<file path="config.mk">
export PLATFORM = sky130hd
export DESIGN_NAME = edit_mem_buf_refcnt_flat
export DESIGN_NICKNAME = d
export VERILOG_FILES = /design/src/rtl/edit_mem_buf_refcnt_if.sv /design/src/rtl/edit_mem_buf_refcnt.sv /design/src/flat_wrapper.sv
export SDC_FILE = /design/constraint.sdc
export NUM_CORES = 1
export LEC_CHECK = 0
export ABC_AREA = 1
export CAP_MARGIN = 15
export CORE_ASPECT_RATIO = 2
export CORE_MARGIN = 5
export CORE_UTILIZATION = 52
export DETAILED_ROUTE_END_ITERATION = 7
export PLACE_DENSITY = 0.68
export SLEW_MARGIN = 20
export SYNTH_ARGS = -nofsm -noshare
export SYNTH_HDL_FRONTEND = slang
export SYNTH_SLANG_ARGS = --single-unit
</file>
<file path="constraint.sdc">
create_clock -name clk -period 3.1 [get_ports clk]
set_input_delay 0.62 -clock clk [delete_from_list [all_inputs] [get_ports clk]]
set_output_delay 0.62 -clock clk [all_outputs]
set_load 0.02 [all_outputs]
</file>
<file path="src/rtl/edit_mem_buf_refcnt_if.sv">
// Edit-memory buffer refcount op/release bus.
// master drives alloc/dec ops, slave returns ready and release.
interface edit_mem_buf_refcnt_if #(
  parameter int BPTR_NBITS = 4,
  parameter int CNT_NBITS  = 4
);
  logic                  alloc_valid;
  logic [BPTR_NBITS-1:0] alloc_ptr;
  logic [CNT_NBITS-1:0]  alloc_cnt;
  logic                  dec_valid;
  logic [BPTR_NBITS-1:0] dec_ptr;
  logic                  dec_ready;
  logic                  rel_buf_valid;
  logic [BPTR_NBITS-1:0] rel_buf_ptr;
  logic                  underflow_err;

  modport master (
    output alloc_valid, alloc_ptr, alloc_cnt,
    output dec_valid, dec_ptr,
    input  dec_ready,
    input  rel_buf_valid, rel_buf_ptr,
    input  underflow_err
  );

  modport slave (
    input  alloc_valid, alloc_ptr, alloc_cnt,
    input  dec_valid, dec_ptr,
    output dec_ready,
    output rel_buf_valid, rel_buf_ptr,
    output underflow_err
  );
endinterface

</file>
<file path="src/rtl/edit_mem_buf_refcnt.sv">
// Per-buffer reader refcount; pulses a release when a count hits zero.
// Two-stage pipe: S0 accepts and reads, S1 updates with write forwarding.
`ifndef EM_BUF_PTR_NBITS
`define EM_BUF_PTR_NBITS 4
`endif

module edit_mem_buf_refcnt #(
  parameter int BPTR_NBITS = `EM_BUF_PTR_NBITS,
  parameter int CNT_NBITS  = 4
) (
  input  logic clk,
  input  logic rst,
  input  logic freeb_init,
  output logic init_done,
  edit_mem_buf_refcnt_if.slave bus
);
  localparam int DEPTH = 1 << BPTR_NBITS;

  typedef enum logic [1:0] {
    IDLE,
    CLEAR,
    DONE
  } state_t;

  state_t                state;
  logic [BPTR_NBITS-1:0] clr_ptr;

  logic [CNT_NBITS-1:0]  mem [DEPTH];
  logic [CNT_NBITS-1:0]  rd_q;

  logic                  s1_valid;
  logic                  s1_alloc;
  logic [BPTR_NBITS-1:0] s1_ptr;
  logic [CNT_NBITS-1:0]  s1_cnt;

  logic                  lw_valid;
  logic [BPTR_NBITS-1:0] lw_ptr;
  logic [CNT_NBITS-1:0]  lw_data;

  logic                  op_live;
  logic                  acc_alloc;
  logic                  acc_dec;
  logic                  s1_act;
  logic [CNT_NBITS-1:0]  cur;
  logic                  we;
  logic [BPTR_NBITS-1:0] wa;
  logic [CNT_NBITS-1:0]  wd;
  logic                  rel_nx;
  logic                  und_nx;

  // a freeb_init cycle already kills S0 and S1 so nothing leaks out
  assign op_live   = init_done & ~freeb_init;
  assign acc_alloc = op_live & bus.alloc_valid;
  assign acc_dec   = op_live & bus.dec_valid & ~bus.alloc_valid;
  assign s1_act    = s1_valid & op_live;
  assign bus.dec_ready = init_done & ~bus.alloc_valid;

  // init FSM: clear whole table, then stay operational until reinit
  always_ff @(posedge clk) begin
    if (rst) begin
      state     <= IDLE;
      clr_ptr   <= '0;
      init_done <= 1'b0;
    end else begin
      unique case (state)
        IDLE: begin
          state     <= CLEAR;
          clr_ptr   <= '0;
          init_done <= 1'b0;
        end
        CLEAR: begin
          clr_ptr <= clr_ptr + BPTR_NBITS'(1);
          if (clr_ptr == '1) begin
            state     <= DONE;
            init_done <= 1'b1;
          end
        end
        DONE: begin
          if (freeb_init) begin
            state     <= IDLE;
            init_done <= 1'b0;
          end
        end
        default: begin
          state     <= IDLE;
          init_done <= 1'b0;
        end
      endcase
    end
  end

  // S1 update: pick forwarded or RAM count, decide write/release/underflow
  always_comb begin
    cur    = (lw_valid && lw_ptr == s1_ptr) ? lw_data : rd_q;
    we     = 1'b0;
    wa     = s1_ptr;
    wd     = '0;
    rel_nx = 1'b0;
    und_nx = 1'b0;
    unique case (1'b1)
      (state == CLEAR): begin
        we = 1'b1;
        wa = clr_ptr;
      end
      (state != CLEAR && s1_act && s1_alloc): begin
        we     = 1'b1;
        wd     = s1_cnt;
        rel_nx = (s1_cnt == '0);
      end
      (state != CLEAR && s1_act && !s1_alloc && cur == '0): begin
        und_nx = 1'b1;
      end
      (state != CLEAR && s1_act && !s1_alloc && cur != '0): begin
        we     = 1'b1;
        wd     = cur - CNT_NBITS'(1);
        rel_nx = (cur == CNT_NBITS'(1));
      end
      default: begin
      end
    endcase
  end

  // count RAM: sync read, old data on same-edge collision
  always_ff @(posedge clk) begin
    if (we) mem[wa] <= wd;
    rd_q <= mem[bus.dec_ptr];
  end

  // pipeline, forwarding and output registers
  always_ff @(posedge clk) begin
    if (rst) begin
      s1_valid          <= 1'b0;
      s1_alloc          <= 1'b0;
      s1_ptr            <= '0;
      s1_cnt            <= '0;
      lw_valid          <= 1'b0;
      lw_ptr            <= '0;
      lw_data           <= '0;
      bus.rel_buf_valid <= 1'b0;
      bus.rel_buf_ptr   <= '0;
      bus.underflow_err <= 1'b0;
    end else begin
      s1_valid          <= acc_alloc | acc_dec;
      s1_alloc          <= acc_alloc;
      s1_ptr            <= acc_alloc ? bus.alloc_ptr : bus.dec_ptr;
      s1_cnt            <= bus.alloc_cnt;
      lw_valid          <= we;
      lw_ptr            <= wa;
      lw_data           <= wd;
      bus.rel_buf_valid <= rel_nx;
      bus.underflow_err <= und_nx;
      if (rel_nx) bus.rel_buf_ptr <= s1_ptr;
    end
  end
endmodule

</file>
<file path="src/flat_wrapper.sv">
// flat-port wrapper written by rule: the top's interface ports become plain ports
module edit_mem_buf_refcnt_flat 
#(
  parameter int BPTR_NBITS = `EM_BUF_PTR_NBITS,
  parameter int CNT_NBITS  = 4
)
  (clk, rst, freeb_init, init_done, bus_alloc_valid, bus_alloc_ptr, bus_alloc_cnt, bus_dec_valid, bus_dec_ptr, bus_dec_ready, bus_rel_buf_valid, bus_rel_buf_ptr, bus_underflow_err);
  edit_mem_buf_refcnt_if #(.BPTR_NBITS(BPTR_NBITS), .CNT_NBITS(CNT_NBITS)) bus_i ();
  input  logic clk;
  input  logic rst;
  input  logic freeb_init;
  output logic init_done;
  input wire logic [$bits(bus_i.alloc_valid)-1:0] bus_alloc_valid;
  input wire logic [$bits(bus_i.alloc_ptr)-1:0] bus_alloc_ptr;
  input wire logic [$bits(bus_i.alloc_cnt)-1:0] bus_alloc_cnt;
  input wire logic [$bits(bus_i.dec_valid)-1:0] bus_dec_valid;
  input wire logic [$bits(bus_i.dec_ptr)-1:0] bus_dec_ptr;
  output wire logic [$bits(bus_i.dec_ready)-1:0] bus_dec_ready;
  output wire logic [$bits(bus_i.rel_buf_valid)-1:0] bus_rel_buf_valid;
  output wire logic [$bits(bus_i.rel_buf_ptr)-1:0] bus_rel_buf_ptr;
  output wire logic [$bits(bus_i.underflow_err)-1:0] bus_underflow_err;
  assign bus_i.alloc_valid = bus_alloc_valid;
  assign bus_i.alloc_ptr = bus_alloc_ptr;
  assign bus_i.alloc_cnt = bus_alloc_cnt;
  assign bus_i.dec_valid = bus_dec_valid;
  assign bus_i.dec_ptr = bus_dec_ptr;
  assign bus_dec_ready = bus_i.dec_ready;
  assign bus_rel_buf_valid = bus_i.rel_buf_valid;
  assign bus_rel_buf_ptr = bus_i.rel_buf_ptr;
  assign bus_underflow_err = bus_i.underflow_err;
  edit_mem_buf_refcnt #(.BPTR_NBITS(BPTR_NBITS), .CNT_NBITS(CNT_NBITS)) u_core (.clk(clk), .rst(rst), .freeb_init(freeb_init), .init_done(init_done), .bus(bus_i));
endmodule
</file>
== After elaboration in Yosys (flattened, before gate mapping) ==
Memory sizes are Yosys's and may differ from the RTL's. A register that Yosys moved wholly into a read port is not among the register bits.
Cells that the tools add are included.

* Bits in writable memories: 64
* Register bits after elaboration: 32
* Input bits: 17
* Memories kept: 1
* Word-level logic and storage cells: 63
* Output and inout port bits: 8

* Mux-type cells: 16
* Equal/unequal tests: 8
* Bitwise gates (word level): 9
* Add/sub/neg operators: 2
* Reduce and logical (&&, ||, !) cells: 14

{| class="wikitable"
|+ Memory list
! name !! depth !! width !! read ports !! clocked after Yosys merged registers in !! write ports !! RTL line !! text
|-
| u_core.mem || 16 || 4 || 1 || 1 || 1 || edit_mem_buf_refcnt.sv:28 || <nowiki>logic [CNT_NBITS-1:0] mem [DEPTH];</nowiki>
|}

{| class="wikitable"
|+ Operators with widths
! cell !! count
|-
| one-hot mux 4 bit (2 select lines) || 2
|-
| two-way mux 4 bit || 3
|-
| logical NOT 4 bit || 2
|-
| bitwise AND 1 bit || 6
|-
| logical AND 1 bit || 6
|-
| two-way mux 1 bit || 6
|-
| one-hot mux 2 bit (3 select lines) || 1
|-
| adder 4 x 1 -> 4 bit (second input constant) || 1
|-
| == test 4 x 1 -> 1 bit (second input constant) || 1
|-
| == test 4 bit || 1
|-
| == test 4 bit (second input constant) || 1
|-
| two-way mux 2 bit || 2
|-
| inequality test 2 x 1 -> 1 bit (second input constant) || 2
|-
| one-hot mux 1 bit (2 select lines) || 2
|-
| nonzero test 4 bit || 1
|-
| subtractor 4 x 1 -> 4 bit (second input constant) || 1
|-
| OR reduction 3 bit || 1
|-
| == test 2 x 1 -> 1 bit (second input constant) || 1
|-
| == test 2 bit (second input constant) || 1
|-
| logical NOT 2 bit || 1
|-
| inequality test 2 bit (second input constant) || 1
|-
| NOT 1 bit || 2
|-
| AND reduction 2 bit || 1
|-
| nonzero test 2 bit || 1
|-
| 2 further kinds || 2
|}

== Depth between registers and ports, before layout ==
* Word-level depth: 10
* Mapped depth: 14
* Depth with buffers taken out: 14

== Least setup slack after synthesis ==
Ideal clock, no wire load.

* Path type: reg-to-reg
* From: reg u_core.s1_ptr[2]
* To: mem u_core.mem[10][0], enable pin
* Cell stages (with the launch flop): 14
* Path slack: 1035 ps
* Data arrival time: 1736 ps
* Buffers on the path: 0
* Cells stage by stage: dfxtp_1 > inv_2 > nand2_2 > nand2_2 > nor2_8 > nand4_1 > nand2_1 > inv_1 > ha_1 > nand3_4 > nand2_4 > nand3_4 > nand3_2 > nor2_1

* Word-level cells in the longest chain between the ends: 9

{| class="wikitable"
|+ RTL lines
! what !! RTL line !! text
|-
| start: declaration || edit_mem_buf_refcnt.sv:33 || <nowiki>logic [BPTR_NBITS-1:0] s1_ptr;</nowiki>
|-
| start signal: assignment || edit_mem_buf_refcnt.sv:145 || <nowiki>s1_ptr <= acc_alloc ? bus.alloc_ptr : bus.dec_ptr;</nowiki>
|-
| == test 4 bit || edit_mem_buf_refcnt.sv:94 || <nowiki>cur = (lw_valid && lw_ptr == s1_ptr) ? lw_data : rd_q;</nowiki>
|-
| logical AND 1 bit || edit_mem_buf_refcnt.sv:94 ||
|-
| two-way mux 4 bit || edit_mem_buf_refcnt.sv:94 ||
|-
| nonzero test 4 bit || edit_mem_buf_refcnt.sv:113 || <nowiki>(state != CLEAR && s1_act && !s1_alloc && cur != '0): begin</nowiki>
|-
| logical AND 1 bit || edit_mem_buf_refcnt.sv:113 ||
|-
| OR reduction 3 bit (no line) || n/a ||
|-
| two-way mux 1 bit || edit_mem_buf_refcnt.sv:100 || <nowiki>unique case (1'b1)</nowiki>
|-
| two-way mux 1 bit || edit_mem_buf_refcnt.sv:125 || <nowiki>if (we) mem[wa] <= wd;</nowiki>
|-
| two-way mux 1 bit (not written as such) || edit_mem_buf_refcnt.sv:125 ||
|-
| end: declaration || edit_mem_buf_refcnt.sv:28 ||
|}

Several ways; a longest one is shown, not always the timed one.

== Worst setup path after layout ==
* From: reg u_core.s1_ptr[2]
* To: mem u_core.mem[12][0], data pin

* Word-level cells in the longest chain between the ends: 6

{| class="wikitable"
|+ RTL lines
! what !! RTL line !! text
|-
| == test 4 bit * || edit_mem_buf_refcnt.sv:94 ||
|-
| logical AND 1 bit * || edit_mem_buf_refcnt.sv:94 ||
|-
| two-way mux 4 bit * || edit_mem_buf_refcnt.sv:94 ||
|-
| branches (longest 2 deep; another with subtractor 4 x 1 -> 4 bit) || n/a ||
|-
| one-hot mux 4 bit (2 select lines) * || edit_mem_buf_refcnt.sv:100 ||
|-
| via u_core.wd[0] || edit_mem_buf_refcnt.sv:47 || <nowiki>logic [CNT_NBITS-1:0] wd;</nowiki>
|}

Mark *: on every way through the listed nets, which the timed path passes.

==> results.tsv <==
stage	metric	value	unit
outcome	outcome	finished, final reports clean	
floorplanning	start_util	0.5318	
global_routing	grtUsageTotal	0.1950	
timing	fmax	403.7	MHz
worst_setup_path	critPathLaunchType	register	
timing	rsz0062_at_grt	false	
worst_setup_path	crit_fanout	16	
timing	final-setup-viol-count	0	
yosys	async_flop_share	0	
place	placed_cells	505	
clock_tree	cts_resized	0	
clock_tree	cts.clk_slew.worst_paths	0.07	ns
route	route.detailed.drc	0	
yosys	synth-warning-count	0	
timing	slew_viol_final	0	
worst_setup_path	worst_ep_arrival_time	2.41	ns
yosys	ys_seq_area_frac	0.6209	
timing	tns	0	ns
clock_tree	post_cts_buffers	0	
yosys	synthSimpleGateAreaFrac	0.2020	
place	gp_congestion	0.8766	
timing	hold_viol	0	
cells_and_area	fillCellCount	681	
clock_tree	cts.sinks	99	
cells_and_area	area_growth	14.96	%
route	vias	2833	
worst_setup_path	crit_buf_inv	3	
route	wire_per_inst	17.49	um
yosys	yosysMostFrequentCell	nor2_1	
global_routing	grt_use_met3	0.03871	
place	dpl.hpwl	6713	um
worst_setup_path	critPathMaxStageDelay	0.37	ns
floorplanning	rows	46	
timing	max_slew_margin	0.5849	
clock_tree	clk_latency	0.34	ns
worst_setup_path	r2r_start	u_core.s1_ptr[2]	
worst_setup_path	cp-startpoint	u_core.s1_ptr[2]	
cells_and_area	n_antenna_cell	0	
clock_tree	cts_made_buffers	9	
floorplanning	die_width	73.73	um
yosys	synth_xor_area_frac	0.002073	
yosys	postSynthCellCount	393	
global_routing	grt.met2_usage	0.3706	
global_routing	grt_max_degree	34	
cells_and_area	finalNetCount	439	
cells_and_area	drive_gt1_frac	0.1482	
yosys	ys_ff_latch	99	
worst_setup_path	cpMostUsedCell	nand2_1	
yosys	syn_nets	412	
timing	finClkSkew	0.005672	ns
cells_and_area	multi_input_area	0.001400	mm^2
yosys	synth_top_family_by_area	simple AND/OR/NAND/NOR gates	
worst_setup_path	endpoint	u_core.mem[12][0]	
worst_setup_path	cp.required	3.03	ns
worst_setup_path	cp_slowest_cell	nand2_1	
global_routing	grt_overflow	0	
floorplanning	die_h	137.5	um
yosys	synthAdderAreaFrac	0.005924	
place	port_buffers	24	
worst_setup_path	ff2ff_path_depth	14	
yosys	synth_flop_cell	edfxtp_1	
global_routing	grt_pass1_wl	13940	um
power	power_density	575.1	mW/mm^2
yosys	avgSynthCellArea	10.75	um^2
clock_tree	cts.htree.levels	3	
power	power	0.002793	W
route	drt_iter0_markers	89	
timing	period_share	0.7991	
worst_setup_path	crit_cells	14	
global_routing	grt.busiest_layer	met2	
global_routing	use_met1	0.1700	
clock_tree	cts_root_buffer	clkbuf_16	
clock_tree	ctsLongestPathBuffers	2	
yosys	synth_area	0.004224	mm^2
clock_tree	cts_tree	done	
worst_setup_path	worstSetupPathType	register to register	
cells_and_area	layoutNonFillerInstCount	521	
yosys	synth_compound_area_frac	0.1001	
power	power_leakage	1.862	nW
floorplanning	io_pins	25	
global_routing	antenna_found_initial	0	
yosys	synth_top_area_cell	edfxtp_1	
timing	post-route-min-period	2.477	ns
run	maxCapViolCount	0	
min_path	worstHoldPathType	register to register	
worst_setup_path	path_cells	inv_2 -> nand2_2 -> nand2_2 -> nor2_8 -> nand3_4 -> nand2_1 -> nand2_1 -> inv_1 -> ha_1 -> nand3_4 -> nand2_4 -> inv_2 -> nand2_1 -> nand2_1	
yosys	synth_cell_types	37	
yosys	synth_area_leaders	edfxtp_1 45%, dfxtp_1 17%, nor2_1 6.3%, nand2_1 3.6%, o21ai_0 3.0%	
cells_and_area	postLayoutCellArea	0.004856	mm^2
floorplanning	dieArea	0.01013	mm^2
worst_setup_path	setup.worst_path.end_class	register	
place	place_area	0.004571	mm^2
yosys	yosys-mux-area-fraction	0.02133	
worst_setup_path	crit_family	simple AND/OR/NAND/NOR gates	
min_path	hold-path-cell-count	2	
floorplanning	core_area	0.007943	mm^2
yosys	synth_edf_count	64	
route	drtPass1Iterations	4	
timing	worst_pin_slew	0.6211	ns
clock_tree	hold_buffers	0	
route	vias_per_cell	5.438	
worst_setup_path	rrSetupSlack	0.62	ns
power	max-vdd-ir-drop	451.9	uV
route	ant_nets	0	
cells_and_area	regArea	0.002623	mm^2
yosys	synthTopCellsByCount	71 x nor2_1, 64 x edfxtp_1, 40 x nand2_1, 35 x dfxtp_1, 31 x inv_1	
global_routing	grt_pass1_vias	2910	
yosys	yosysTopAreaCellShare	0.4550	
timing	fin_hold_ws	0.5169	ns
worst_setup_path	r2r_end	u_core.mem[12][0]	
route	routed_wirelength	9112	um
routing by layer:
metal	vias up	share of wire
li1	1410	-
met1	1313	0.33
met2	68	0.58
met3	42	0.031
met4	0	0.066
met5	-	0
flip-flops by register name, indices dropped and copies added (netlist names):
name / count
u_core.bus.rel_buf_valid: 1
u_core.lw_data: 4
u_core.s1_cnt: 4
u_core.lw_valid: 1
u_core.state: 1
u_core.lw_ptr: 4
u_core.s1_ptr: 4
u_core.rd_q: 4
u_core.init_done: 1
u_core.s1_valid: 1
u_core.s1_alloc: 1
u_core.bus.underflow_err: 1
u_core.clr_ptr: 4
u_core.bus.rel_buf_ptr: 4
u_core.mem: 64
cell families (layout without fill, tap and decap cells):
family	after synthesis	in the layout
flip-flops	99	99
XOR/XNOR	1	1
adder cells (fa/ha/maj)	2	2
AO/OA/AOI/OAI	68	68
buffers and inverters	53	85
multiplexers	9	9
AND/OR/NAND/NOR	161	161
how the worst min path moves through the flow:
| stage | from | to | slack, ns |
|---|---|---|---|
| 3_3_place_gp | u_core.clr_ptr[0] | u_core.clr_ptr[0] | 0.49 |
| 3_5_place_dp | u_core.clr_ptr[0] | u_core.clr_ptr[0] | 0.50 |
| 6_report | u_core.s1_ptr[0] | u_core.bus.rel_buf_ptr[0] | 0.52 |
| 4_1_cts | u_core.clr_ptr[0] | u_core.clr_ptr[0] | 0.51 |
| 2_1_floorplan | u_core.s1_cnt[2] | u_core.lw_data[2] | 0.47 |
| 5_1_grt | u_core.s1_cnt[0] | u_core.lw_data[0] | 0.54 |
final cells by class:
type,instances,share of cell area
inverters,40,0.03092
repair buffers,29,0.05720
clock inverters,7,0.01237
clock buffers,9,0.04638
multi-input cells,241,0.2883
well taps,96,0.02474
flip-flops and latches,99,0.5401
cell usage in the layout, fill, tap and decap left out, types with 2 or more instances in the layout:
cell | netlist | layout
inv_2 | 8 | 8
nand2_1 | 40 | 40
o32ai_1 | 5 | 5
nor3_1 | 2 | 2
nor2_2 | 2 | 2
nor4_1 | 2 | 2
o221ai_1 | 9 | 9
nand2_4 | 4 | 4
clkbuf_16 | 0 | 9
nand3_4 | 4 | 4
nand3_1 | 10 | 10
buf_4 | 0 | 5
nand4_1 | 3 | 3
nand4_2 | 2 | 2
clkdlybuf4s50_1 | 0 | 24
o22ai_1 | 2 | 2
o211ai_1 | 5 | 5
mux2i_1 | 9 | 9
a21oi_1 | 18 | 18
nand2_2 | 11 | 11
edfxtp_1 | 64 | 64
ha_1 | 2 | 2
inv_6 | 0 | 2
clkinvlp_4 | 0 | 3
dfxtp_1 | 35 | 35
nor2_4 | 3 | 3
nor2_1 | 71 | 71
nor2_8 | 2 | 2
o21ai_0 | 25 | 25
nand3_2 | 3 | 3
inv_1 | 31 | 31
report_power, final:
part	internal [W]	switching (W)
Sequential	0.00143	0.0000186
Combinational	0.000101	0.000207
Clock	0.000555	0.000481
Total	0.00209	0.000706
worst reg2reg max path, cell delays in order (launching register included):
cell     delay, ns
dfxtp_1       0.36
inv_2         0.06
nand2_2       0.05
nand2_2       0.09
nor2_8        0.16
nand3_4       0.11
nand2_1       0.07
nand2_1       0.09
inv_1         0.10
ha_1          0.23
nand3_4       0.13
nand2_4       0.11
inv_2         0.06
nand2_1       0.07
nand2_1       0.37
per-stage QoR:
stage | setup slack (ns) | utilization
floorplan | 1.035 | -
global placement | 0.5534 | 0.5755
detailed placement | 0.5064 | 0.5755
CTS | 0.5793 | 0.6114
global route | 0.3901 | 0.6114
finish | 0.6229 | 0.6114
Note: power is estimated with default switching activity, not from simulation.
